`src/rtl/pito_loader_pkg.sv`:
```
// pito_loader_pkg
//    Shared definitions for the pito program loader: loader state encoding,
//    frame field sizes and the bit offsets of the header fields.
//    No ports (package).
package pito_loader_pkg;

   typedef enum logic [2:0] {
      IDLE,
      HDR,
      DATA,
      CSUM,
      RUN,
      ERR
   } loader_state_e;

   // Bytes per header and per data/checksum word.
   localparam int HDR_BYTES  = 4;
   localparam int WORD_BYTES = 4;

   // Header word layout (little-endian assembled word).
   localparam int HDR_COUNT_LSB = 0;    // word_count N
   localparam int HDR_ADDR_LSB  = 16;   // start_addr A
   localparam int HDR_FIELD_W   = 16;   // width of each field in the frame

endpackage

```
`src/rtl/pito_prog_loader_packer.sv`:
```
// byte_to_word_packer
//    Assembles little-endian 32-bit words from a byte stream. Byte 0 of each
//    group lands in bits [7:0]. word_valid is combinational and pulses in the
//    same cycle the 4th byte is accepted, so the consumer can act on the
//    completed word at that clock edge without a bubble.
//
//    Ports:
//       clk        in   system clock
//       rst        in   synchronous active-high reset
//       clr        in   synchronous clear of the byte counter and shift register
//       byte_en    in   a byte is accepted this cycle
//       byte_in    in   [7:0]  accepted byte
//       word_valid out  completed word available this cycle
//       word       out  [31:0] completed word (valid with word_valid)
module byte_to_word_packer
   import pito_loader_pkg::*;
(
   input  logic        clk,
   input  logic        rst,
   input  logic        clr,
   input  logic        byte_en,
   input  logic [7:0]  byte_in,
   output logic        word_valid,
   output logic [31:0] word
);

   localparam logic [1:0] LAST_BYTE = 2'(WORD_BYTES - 1);

   logic [1:0]  byte_cnt_reg;
   logic [23:0] shift_reg;

   // Bytes enter at the top and shift down, so after three bytes the
   // register holds {b2, b1, b0}; the 4th byte completes the word directly.
   always_ff @(posedge clk) begin
      if (rst || clr) begin
         byte_cnt_reg <= '0;
         shift_reg    <= '0;
      end else if (byte_en) begin
         byte_cnt_reg <= byte_cnt_reg + 2'd1;
         shift_reg    <= {byte_in, shift_reg[23:8]};
      end
   end

   assign word_valid = byte_en && (byte_cnt_reg == LAST_BYTE);
   assign word       = {byte_in, shift_reg};

endmodule

```
`src/rtl/pito_prog_loader.sv`:
```
// pito_prog_loader
//    Boot-time loader for the pito core. Receives a framed byte stream
//    (header {start_addr, word_count}, N data words, additive checksum),
//    writes the data words into instruction memory and releases the core
//    from reset only when the checksum matches.
//
//    Ports:
//       clk           in   system clock
//       rst           in   synchronous active-high reset
//       s_byte        in   [7:0]  stream byte
//       s_valid       in   stream byte valid
//       s_ready       out  loader accepts a byte this cycle (HDR/DATA/CSUM)
//       reload        in   restart a load from RUN or ERR
//       imem_we       out  instruction-memory write strobe (one cycle/word)
//       imem_addr     out  [ADDR_W-1:0] word address of the write
//       imem_wdata    out  [31:0] word data of the write
//       core_rst      out  active-high reset to the pito core
//       done          out  load verified, core running
//       err           out  load failed, core held in reset
//       words_loaded  out  [LEN_W-1:0] words written in the current load
module pito_prog_loader
   import pito_loader_pkg::*;
#(
   parameter int ADDR_W = 12,
   parameter int LEN_W  = 16
) (
   input  logic              clk,
   input  logic              rst,
   input  logic [7:0]        s_byte,
   input  logic              s_valid,
   output logic              s_ready,
   input  logic              reload,
   output logic              imem_we,
   output logic [ADDR_W-1:0] imem_addr,
   output logic [31:0]       imem_wdata,
   output logic              core_rst,
   output logic              done,
   output logic              err,
   output logic [LEN_W-1:0]  words_loaded
);

   // Memory depth expressed at LEN_W+1 bits so A+N can be compared without
   // overflow.
   localparam logic [LEN_W:0] MEM_DEPTH = {{LEN_W{1'b0}}, 1'b1} << ADDR_W;

   loader_state_e state_reg, state_next;

   logic [LEN_W-1:0]  count_reg;
   logic [ADDR_W-1:0] start_reg;
   logic [31:0]       sum_reg;
   logic [LEN_W-1:0]  words_loaded_reg;
   logic              imem_we_reg;
   logic [ADDR_W-1:0] imem_addr_reg;
   logic [31:0]       imem_wdata_reg;

   logic        accept;
   logic        reload_take;
   logic        word_valid;
   logic [31:0] word;

   logic [LEN_W-1:0] hdr_count;
   logic [LEN_W-1:0] hdr_addr;
   logic [LEN_W:0]   hdr_end;
   logic             hdr_bad;
   logic             last_word;

   assign s_ready     = (state_reg == HDR) || (state_reg == DATA) || (state_reg == CSUM);
   assign accept      = s_valid && s_ready;
   assign reload_take = reload && ((state_reg == RUN) || (state_reg == ERR));

   byte_to_word_packer u_packer (
      .clk        (clk),
      .rst        (rst),
      .clr        (reload_take),
      .byte_en    (accept),
      .byte_in    (s_byte),
      .word_valid (word_valid),
      .word       (word)
   );

   // Header decode straight off the packer so the state can change on the
   // edge that accepts the 4th header byte.
   assign hdr_count = word[HDR_COUNT_LSB +: LEN_W];
   assign hdr_addr  = word[HDR_ADDR_LSB  +: LEN_W];
   assign hdr_end   = {1'b0, hdr_addr} + {1'b0, hdr_count};
   assign hdr_bad   = hdr_end > MEM_DEPTH;
   assign last_word = (words_loaded_reg + LEN_W'(1)) == count_reg;

   always_ff @(posedge clk) begin
      if (rst) begin
         state_reg <= IDLE;
      end else begin
         state_reg <= state_next;
      end
   end

   always_comb begin
      state_next = state_reg;
      case (state_reg)
         IDLE: state_next = HDR;
         HDR: begin
            if (word_valid) begin
               if (hdr_bad) begin
                  state_next = ERR;
               end else if (hdr_count == '0) begin
                  state_next = CSUM;
               end else begin
                  state_next = DATA;
               end
            end
         end
         DATA: begin
            if (word_valid && last_word) begin
               state_next = CSUM;
            end
         end
         CSUM: begin
            if (word_valid) begin
               state_next = (word == sum_reg) ? RUN : ERR;
            end
         end
         RUN, ERR: begin
            if (reload) begin
               state_next = HDR;
            end
         end
         default: state_next = IDLE;
      endcase
   end

   always_ff @(posedge clk) begin
      if (rst) begin
         count_reg        <= '0;
         start_reg        <= '0;
         sum_reg          <= '0;
         words_loaded_reg <= '0;
         imem_we_reg      <= 1'b0;
         imem_addr_reg    <= '0;
         imem_wdata_reg   <= '0;
      end else begin
         imem_we_reg <= 1'b0;
         if (reload_take) begin
            sum_reg          <= '0;
            words_loaded_reg <= '0;
         end
         if (state_reg == HDR && word_valid) begin
            count_reg        <= hdr_count;
            start_reg        <= hdr_addr[ADDR_W-1:0];
            sum_reg          <= '0;
            words_loaded_reg <= '0;
         end
         if (state_reg == DATA && word_valid) begin
            // A + i cannot wrap: the header check bounded A + N.
            imem_we_reg      <= 1'b1;
            imem_addr_reg    <= start_reg + words_loaded_reg[ADDR_W-1:0];
            imem_wdata_reg   <= word;
            sum_reg          <= sum_reg + word;
            words_loaded_reg <= words_loaded_reg + LEN_W'(1);
         end
      end
   end

   assign imem_we      = imem_we_reg;
   assign imem_addr    = imem_addr_reg;
   assign imem_wdata   = imem_wdata_reg;
   assign words_loaded = words_loaded_reg;

   // Core control follows the state directly: only a verified load runs.
   assign core_rst = (state_reg != RUN);
   assign done     = (state_reg == RUN);
   assign err      = (state_reg == ERR);

endmodule

```
`config.mk`:
```
export PLATFORM = sky130hd
export DESIGN_NAME = pito_prog_loader
export DESIGN_NICKNAME = d
export VERILOG_FILES = /design/src/rtl/pito_loader_pkg.sv /design/src/rtl/pito_prog_loader_packer.sv /design/src/rtl/pito_prog_loader.sv
export SDC_FILE = /design/constraint.sdc
export NUM_CORES = 1
export LEC_CHECK = 0
export CAP_MARGIN = 40
export CORE_ASPECT_RATIO = 0.5
export CORE_MARGIN = 4
export CORE_UTILIZATION = 35
export CTS_CLUSTER_DIAMETER = 80
export DETAILED_ROUTE_END_ITERATION = 16
export HOLD_SLACK_MARGIN = 0.03
export PLACE_DENSITY = 0.63
export SYNTH_ARGS = -nofsm -noshare
export SYNTH_HDL_FRONTEND = slang
export SYNTH_SLANG_ARGS = --single-unit
```
`constraint.sdc`:
```
create_clock -name clk -period 6.51 [get_ports clk]
set_clock_uncertainty 0.1 [all_clocks]
set_input_delay 1.302 -clock clk [delete_from_list [all_inputs] [get_ports clk]]
set_output_delay 1.302 -clock clk [all_outputs]
set_load 0.05 [all_outputs]
```
==> results of run 1 <==
[metal layers]
metal	part of all wire	vias to the layer above	routed length, um
met2	0.47	201	12000
met3	0.049	41	1270
met5	0	-	0
met1	0.46	3799	12000
met4	0.021	0	548
li1	-	3966	-
[through the flow]
stage | setup WS [ns] | cells | hold WS (ns) | cell area (um2)
final | 2.40 | 1477 | 0.347 | 10200
after detailed placement | 2.03 | 1445 | 0.345 | 9630
after floorplan | 3.14 | 1095 | 0.329 | 8580
after global routing | 2.36 | 1477 | 0.377 | 10200
after global placement | 1.67 | 1441 | 0.341 | 9570
after CTS | 2.48 | 1477 | 0.352 | 10200
[cells by family (layout without fill, tap and decap cells)]
kind of cell             after synthesis  in the layout  synth area share
AND/OR/NAND/NOR                      412            412             0.218
XOR/XNOR                              63             63            0.0643
flip-flops                           150            150             0.350
buffers and inverters                 78            145            0.0368
AO/OA/AOI/OAI                        327            327             0.233
multiplexers                           2              2           0.00248
adder cells (fa/ha/maj)               63             63            0.0945
[area by class of cell]
type,count,share of cell area
Clock buffer,20,0.0437
Clock inverter,12,0.0138
Inverter,26,0.00955
Multi-Input combinational cell,867,0.516
Sequential cell,150,0.294
Tap cell,315,0.0386
Timing Repair Buffer,87,0.0843
[worst max-delay path, cell delays in order]
cell and delay, ns:
clkdlybuf4s50_1 0.66, ha_1 0.51, inv_1 0.08, a21boi_0 0.23, mux2i_1 0.14, nor4_2 0.28, nand4_1 0.15, a211o_1 0.32
a211oi_2 0.36, nand4_1 0.13, a41o_1 0.19
[power groups by stage]
stage                     Combinational [mW]  Clock (mW)  Sequential (mW)
final                                  0.242        1.00            0.983
after floorplan                        0.182           0            0.970
after global placement                 0.228           0             1.00
after CTS                              0.239        1.02            0.981
after global routing                   0.267        1.06            0.984
after detailed placement               0.237           0             1.00
[path summary, 6_finish.rpt]
check                         startpoint           end  slack (ns)
hold reg to reg             imem_addr[5]  imem_addr[5]        0.35
hold / removal              imem_addr[5]  imem_addr[5]        0.35
setup reg to reg  u_packer.shift_reg[16]  state_reg[0]        3.07
setup / recovery               s_byte[0]  state_reg[0]        2.40
[placed cells by master (no fill, tap or decap), types with 20 or more instances in the layout]
cell type        count
nor3_1              20
o21ai_0             47
dfxtp_1            150
clkdlybuf4s50_1     75
ha_1                60
a21o_1              24
xnor2_1             36
inv_1               25
xor2_1              27
nand2_1            237
a21oi_1            146
nor2_1              59
==> flow_summary.toml, run 1 <==
[status]
status = "finished clean"

[grt]
grt_pass1_vias = 7470
use_met1 = 0.253
antenna_found_initial = 0
grt_usage = 0.188
met2_usage = 0.308
grt_first_pass_wirelength_mm = 41.2
met3_usage = 0.0323
overflow = 0
busiest_layer = "met2"
grt_max_degree = 62

[finish]
fillCellCount = 2396
areaGrowthSynthToFinish_pct = 19.1
fin_util = 0.425
final_net_count = 1224
regArea_mm2 = 0.00300
multiInputGateArea_mm2 = 0.00527
layout-drive-gt1-share = 0.0620
antenna_cells = 0

[clocking]
clock_latency_ns = 0.44
cts_setup_buffers = 0
cts_root_buf = "clkbuf_16"
htree_levels = 4
clockBufferDepth = 2
cts_resized = 0
cts_tree = "done"
clock-sinks = 150
holdBufCountCts = 0
clk_pin_slew_ns = 0.06
numCtsBuffers = 17

[floorplan]
rows = 40
initial_core_util = 0.357
dieArea_mm2 = 0.0272
dieHeight_um = 119
die_w_um = 229
pin_count = 77
core_mm2 = 0.0240

[pwr]
p_clk_frac = 0.451
power_switching_mw = 0.630
power.leakage_nw = 3.94
pwr-share-comb = 0.109
p_per_area_mw_per_mm2 = 218
power.internal_mw = 1.60
power_frac_seq = 0.441
vdd_drop_max_mv = 0.158
totalPowerFinal_mw = 2.23
power.share.switching = 0.283

[timing]
rsz0062_at_grt = "false"
fin_crit_ns = 4.11
timing.fmax_mhz = 243
period_share = 0.632
drv_slew = 0
setup_tns_ns = 0
max_slew_margin = 0.440
setup_violations = 0
worstMarginPinSlew_ns = 0.838
timing.final.hold_violations = 0

[routing]
viasPerCell = 5.42
drt_first_pass_iters = 7
drt_wl_total_mm = 25.9
vias = 8007
drc = 0
drt-initial-drc-count = 629
drt-wirelength-per-cell_um = 17.5
ant_nets = 0

[critical_path]
crit_arrival_ns = 4.34
setup.worst_path.class = "primary input to register"
start_kind = "primary input"
cp.required_ns = 6.74
r2r_cells = 12
critPathCaptureType = "register"
cp_max_fo = 6

[synth]
yosysSeqAreaShare = 0.350
ys_top_cells_by_count = "nand2_1 (237), dfxtp_1 (150), a21oi_1 (146), ha_1 (60), nor2_1 (59)"
postSynthCellCount = 1095
avgSynthCellArea_um2 = 7.83
yosysWarnings = 0
synth_top_area_share = 0.350
ys_top_cells_by_area = "dfxtp_1 (35%), nand2_1 (10%), ha_1 (8.8%), a21oi_1 (8.5%), xnor2_1 (3.7%)"
synth.distinct_cells = 75
synth.most_common_cell = "nand2_1"
synth-seq-cells = 150
ys.flop_type = "dfxtp_1"
yosysTopAreaCell = "dfxtp_1"
postSynth.asyncResetShare = 0
synth-edff-count = 0
synth_nets = 1170
netlist_area_mm2 = 0.00858

[hold_path]
hold_path.class = "register to register"
hold_depth = 2

[job]
drv_cap = 0

[place]
portBuffers = 76
place_congestion = 0.924
dp_hpwl_mm = 18.6
Note: power is estimated with default switching activity, not from simulation.
==> inputs of run 2 (changes only) <==
- PLACE_DENSITY: 0.63 -> 0.65
- clock period: 6.51 -> 3.6 ns (I/O delays scaled with it)
==> run 2 against run 1 <==
Clock power increased by 71%. Non-clock buffer count increased by 30. Total power increased by 78%. Sequential share of layout area decreased by 0.51 points. Critical endpoint unchanged. Largest cell class unchanged.
==> flow_summary.toml, run 2 (same netlist as run 1, synthesis figures left out) <==
[clocking]
clock_latency_ns = 0.44
clockBufferDepth = 2
numCtsBuffers = 17
clock-sinks = 150
clk_pin_slew_ns = 0.07
cts_tree = "done"
cts_resized = 0
cts_setup_buffers = 0
holdBufCountCts = 0
cts_root_buf = "clkbuf_16"
htree_levels = 4

[floorplan]
pin_count = 77
dieHeight_um = 119
core_mm2 = 0.0240
dieArea_mm2 = 0.0272
die_w_um = 229
rows = 40
initial_core_util = 0.357

[timing]
drv_slew = 0
worstMarginPinSlew_ns = 0.842
setup_violations = 0
rsz0062_at_grt = "false"
setup_tns_ns = 0
period_share = 0.916
finalWorstSetupSlack_ns = 0.304
max_slew_margin = 0.437
timing.final.hold_violations = 0
timing.fmax_mhz = 303
fin_crit_ns = 3.30

[finish]
multiInputGateArea_mm2 = 0.00527
final_net_count = 1254
layout_common_cells = "nand2_1 (237), dfxtp_1 (150), a21oi_1 (146)"
final_common_cell = "nand2_1"
fillCellCount = 2371
antenna_cells = 0
layout-drive-gt1-share = 0.0872
regArea_mm2 = 0.00300
fin_area_mm2 = 0.0104
areaGrowthSynthToFinish_pct = 21.2

[pwr]
vdd_drop_max_mv = 0.350
power.leakage_nw = 4.09
p_per_area_mw_per_mm2 = 381

[critical_path]
start_kind = "register"
cp.buffers_inverters = 0
cp_slowest_stage_delay_ns = 0.45
cp_max_fo = 6
crit_chain = "ha_1 -> fa_1 -> a21oi_2 -> o21ai_2 -> a21oi_2 -> mux2i_1 -> nor4_2 -> nand4_1 -> a211o_1 -> a211oi_2 -> nand4_1 -> a41o_1"
setup.worst_path.class = "register to register"
cp_top_family = "compound AO/OA/AOI/OAI gates"
critPathCaptureType = "register"
crit_arrival_ns = 3.52
cp.required_ns = 3.83
cp_slowest_cell = "fa_1"

[grt]
grt_first_pass_wirelength_mm = 43.0
grt_usage = 0.198
antenna_found_initial = 0
grt_pass1_vias = 7722
overflow = 0
grt_max_degree = 70

[place]
place_area_mm2 = 0.00984
place_ws_ns = 0.0112
dp_hpwl_mm = 20.2
place_congestion = 0.938
portBuffers = 76

[routing]
ant_nets = 0
drt_first_pass_iters = 5
vias = 8165
drc = 0
viasPerCell = 5.42
drt-initial-drc-count = 598
drt_wl_total_mm = 27.2
drt-wirelength-per-cell_um = 18.0

[status]
status = "finished clean"

[job]
drv_cap = 0

[hold_path]
hold_path.class = "register to register"
==> run 2: stage by stage <==
stage | std cells | hold slack (ns) | power, mW | util
after floorplan | 1095 | 0.329 | 2.08 | -
after global placement | 1474 | 0.337 | 2.26 | 0.409
after detailed placement | 1475 | 0.345 | 2.27 | 0.410
after CTS | 1507 | 0.354 | 3.97 | 0.433
after global routing | 1507 | 0.363 | 4.09 | 0.433
final | 1507 | 0.350 | 3.96 | 0.433
==> run 2: area by class of cell <==
type                       count  share of cell area
clock buffer                  18              0.0422
clock inverter                14              0.0110
inverter                      26             0.00939
multi-input combinational    867               0.507
sequential                   150               0.289
tap                          315              0.0379
timing repair buffer         117               0.104
==> run 2: worst paths after layout <==
path         slack, ns                  start  cells past startpoint      endpoint
max               0.30  u_packer.shift_reg[0]                     12  state_reg[0]
min               0.35           imem_addr[7]                      2  imem_addr[7]
max reg2reg       0.30  u_packer.shift_reg[0]                     12  state_reg[0]
min reg2reg       0.35           imem_addr[7]                      2  imem_addr[7]
==> run 2: per-layer routing <==
metal  global-route usage  part of all wire  vias to the layer above
li1                     -                 -                     4022
met3               0.0383             0.052                       36
met2                0.321              0.46                      214
met1                0.268              0.47                     3893
met5                    0                 0                        -
met4               0.0607             0.020                        0
==> run 2: tightest hold or removal path, delay by kind of cell, from the launching register on <==
kind            cells  cell delay, ns
compound gates      1            0.05
simple gates        1            0.05
flops               1            0.31
==> run 2: power by group <==
group	switching, mW	internal, mW	total [mW]
logic	0.313	0.175	0.488
registers	0.0712	1.69	1.76
clock network	0.797	0.915	1.71
total	1.18	2.78	3.96
==> inputs of run 3 (changes only) <==
- SLEW_MARGIN: unset -> 10
==> run 3 against run 2 <==
Die area stayed put. Register-to-register slack worse by 0.03 ns. Cell count decreased by 0.13%. Non-clock buffer count decreased by 1. Critical endpoint unchanged. Cell area grew 0.36%. Fmax down 1.0%. Hold slack got worse by 0.0023 ns. Clock power increased by 8%. Global-route usage fell by 0.13 points. Total power is 3.3% higher. Largest cell class unchanged.
==> flow_summary.toml, run 3 (same netlist as run 1, synthesis figures left out) <==
[pwr]
power_frac_seq = 0.430
power.share.switching = 0.273
power.internal_mw = 2.97
p_per_area_mw_per_mm2 = 392
pwr-share-comb = 0.119
totalPowerFinal_mw = 4.09
power.leakage_nw = 4.12
vdd_drop_max_mv = 0.297
p_clk_frac = 0.451
power_switching_mw = 1.12

[clocking]
numCtsBuffers = 17
cts_tree = "done"
cts_setup_buffers = 0
clock_latency_ns = 0.43
cts_root_buf = "clkbuf_16"
holdBufCountCts = 0
cts_resized = 0
clock-sinks = 150
htree_levels = 4
clk_pin_slew_ns = 0.06
clockBufferDepth = 2

[floorplan]
die_w_um = 229
pin_count = 77
dieArea_mm2 = 0.0272
initial_core_util = 0.357
dieHeight_um = 119
core_mm2 = 0.0240
rows = 40

[routing]
viasPerCell = 5.44
drt_first_pass_iters = 5
drt-initial-drc-count = 487
vias = 8185
drc = 0
drt_wl_total_mm = 27.0
ant_nets = 0
drt-wirelength-per-cell_um = 18.0

[place]
portBuffers = 76
dp_hpwl_mm = 20.1
place_congestion = 0.938

[timing]
rsz0062_at_grt = "false"
timing.final.hold_violations = 0
fin_crit_ns = 3.33
period_share = 0.925
max_slew_margin = 0.434
drv_slew = 0
setup_violations = 0
worstMarginPinSlew_ns = 0.848
setup_tns_ns = 0
timing.fmax_mhz = 300

[finish]
final_common_cell = "nand2_1"
final_net_count = 1253
layout_common_cells = "nand2_1 (237), dfxtp_1 (150), a21oi_1 (146)"
antenna_cells = 0
areaGrowthSynthToFinish_pct = 21.6
layout-drive-gt1-share = 0.0849

[critical_path]
cp.buffers_inverters = 0
cp_max_fo = 6
crit_chain = "ha_1 -> fa_1 -> a21oi_2 -> o21ai_2 -> a21oi_2 -> mux2i_1 -> nor4_2 -> nand4_1 -> a211o_1 -> a211oi_2 -> nand4_1 -> a41o_1"
crit_arrival_ns = 3.54
cp_slowest_stage_delay_ns = 0.45
start_kind = "register"
critPathCaptureType = "register"
cp_slowest_cell = "fa_1"
cp.required_ns = 3.81
cp_top_family = "compound AO/OA/AOI/OAI gates"
setup.worst_path.class = "register to register"

[grt]
antenna_found_initial = 0
grt_pass1_vias = 7697
overflow = 0
grt_usage = 0.197
grt_max_degree = 70
grt_first_pass_wirelength_mm = 43.0

[hold_path]
hold_path.class = "register to register"

[job]
drv_cap = 0

[status]
status = "finished clean"
-- run 3: per-stage QoR --
step / worst slack (ns) / utilization / std cells / area (um2) / hold slack [ns]
global route: 0.167 / 0.434 / 1505 / 10400 / 0.363
global placement: 0.132 / 0.409 / 1474 / 9830 / 0.337
floorplan: 0.697 / - / 1095 / 8580 / 0.329
CTS: 0.299 / 0.434 / 1505 / 10400 / 0.351
finish: 0.270 / 0.434 / 1505 / 10400 / 0.348
detailed placement: 0.0580 / 0.409 / 1474 / 9840 / 0.343
-- run 3: final cells by class --
type / instances / area, um2
clock buffers: 20 / 447
clock inverters: 11 / 149
fillers: 2350 / 13600
inverters: 26 / 97.6
multi-input cells: 867 / 5270
flip-flops and latches: 150 / 3000
well taps: 315 / 394
repair buffers: 116 / 1070
-- run 3: power groups by stage --
| stage | combinational, mW | clock, mW | sequential, mW |
|---|---|---|---|
| floorplan | 0.329 | 0 | 1.75 |
| global placement | 0.469 | 0 | 1.79 |
| detailed placement | 0.477 | 0 | 1.79 |
| CTS | 0.481 | 1.86 | 1.76 |
| global route | 0.533 | 1.94 | 1.76 |
| finish | 0.487 | 1.84 | 1.76 |
-- run 3: final timing paths --
path                         startpoint           end  slack, ns  depth (start not counted)
setup reg to reg  u_packer.shift_reg[0]  state_reg[0]       0.27                         12
setup / recovery  u_packer.shift_reg[0]  state_reg[0]       0.27                         12
hold / removal             imem_addr[7]  imem_addr[7]       0.35                          2
hold reg to reg            imem_addr[7]  imem_addr[7]       0.35                          2
-- run 3: worst reg2reg max path, delay by kind of cell (launching register included) --
kind	cells	cell delay, ns
adders and majority gates	2	0.73
DFF	1	0.42
AOI/OAI and AO/OA	6	1.31
muxes	1	0.11
and+or+nand+nor	3	0.54
-- run 3: layer usage --
metal  track usage  share of wire
met2         0.328           0.46
met3        0.0342          0.051
met5             0              0
met4        0.0516          0.019
met1         0.266           0.47
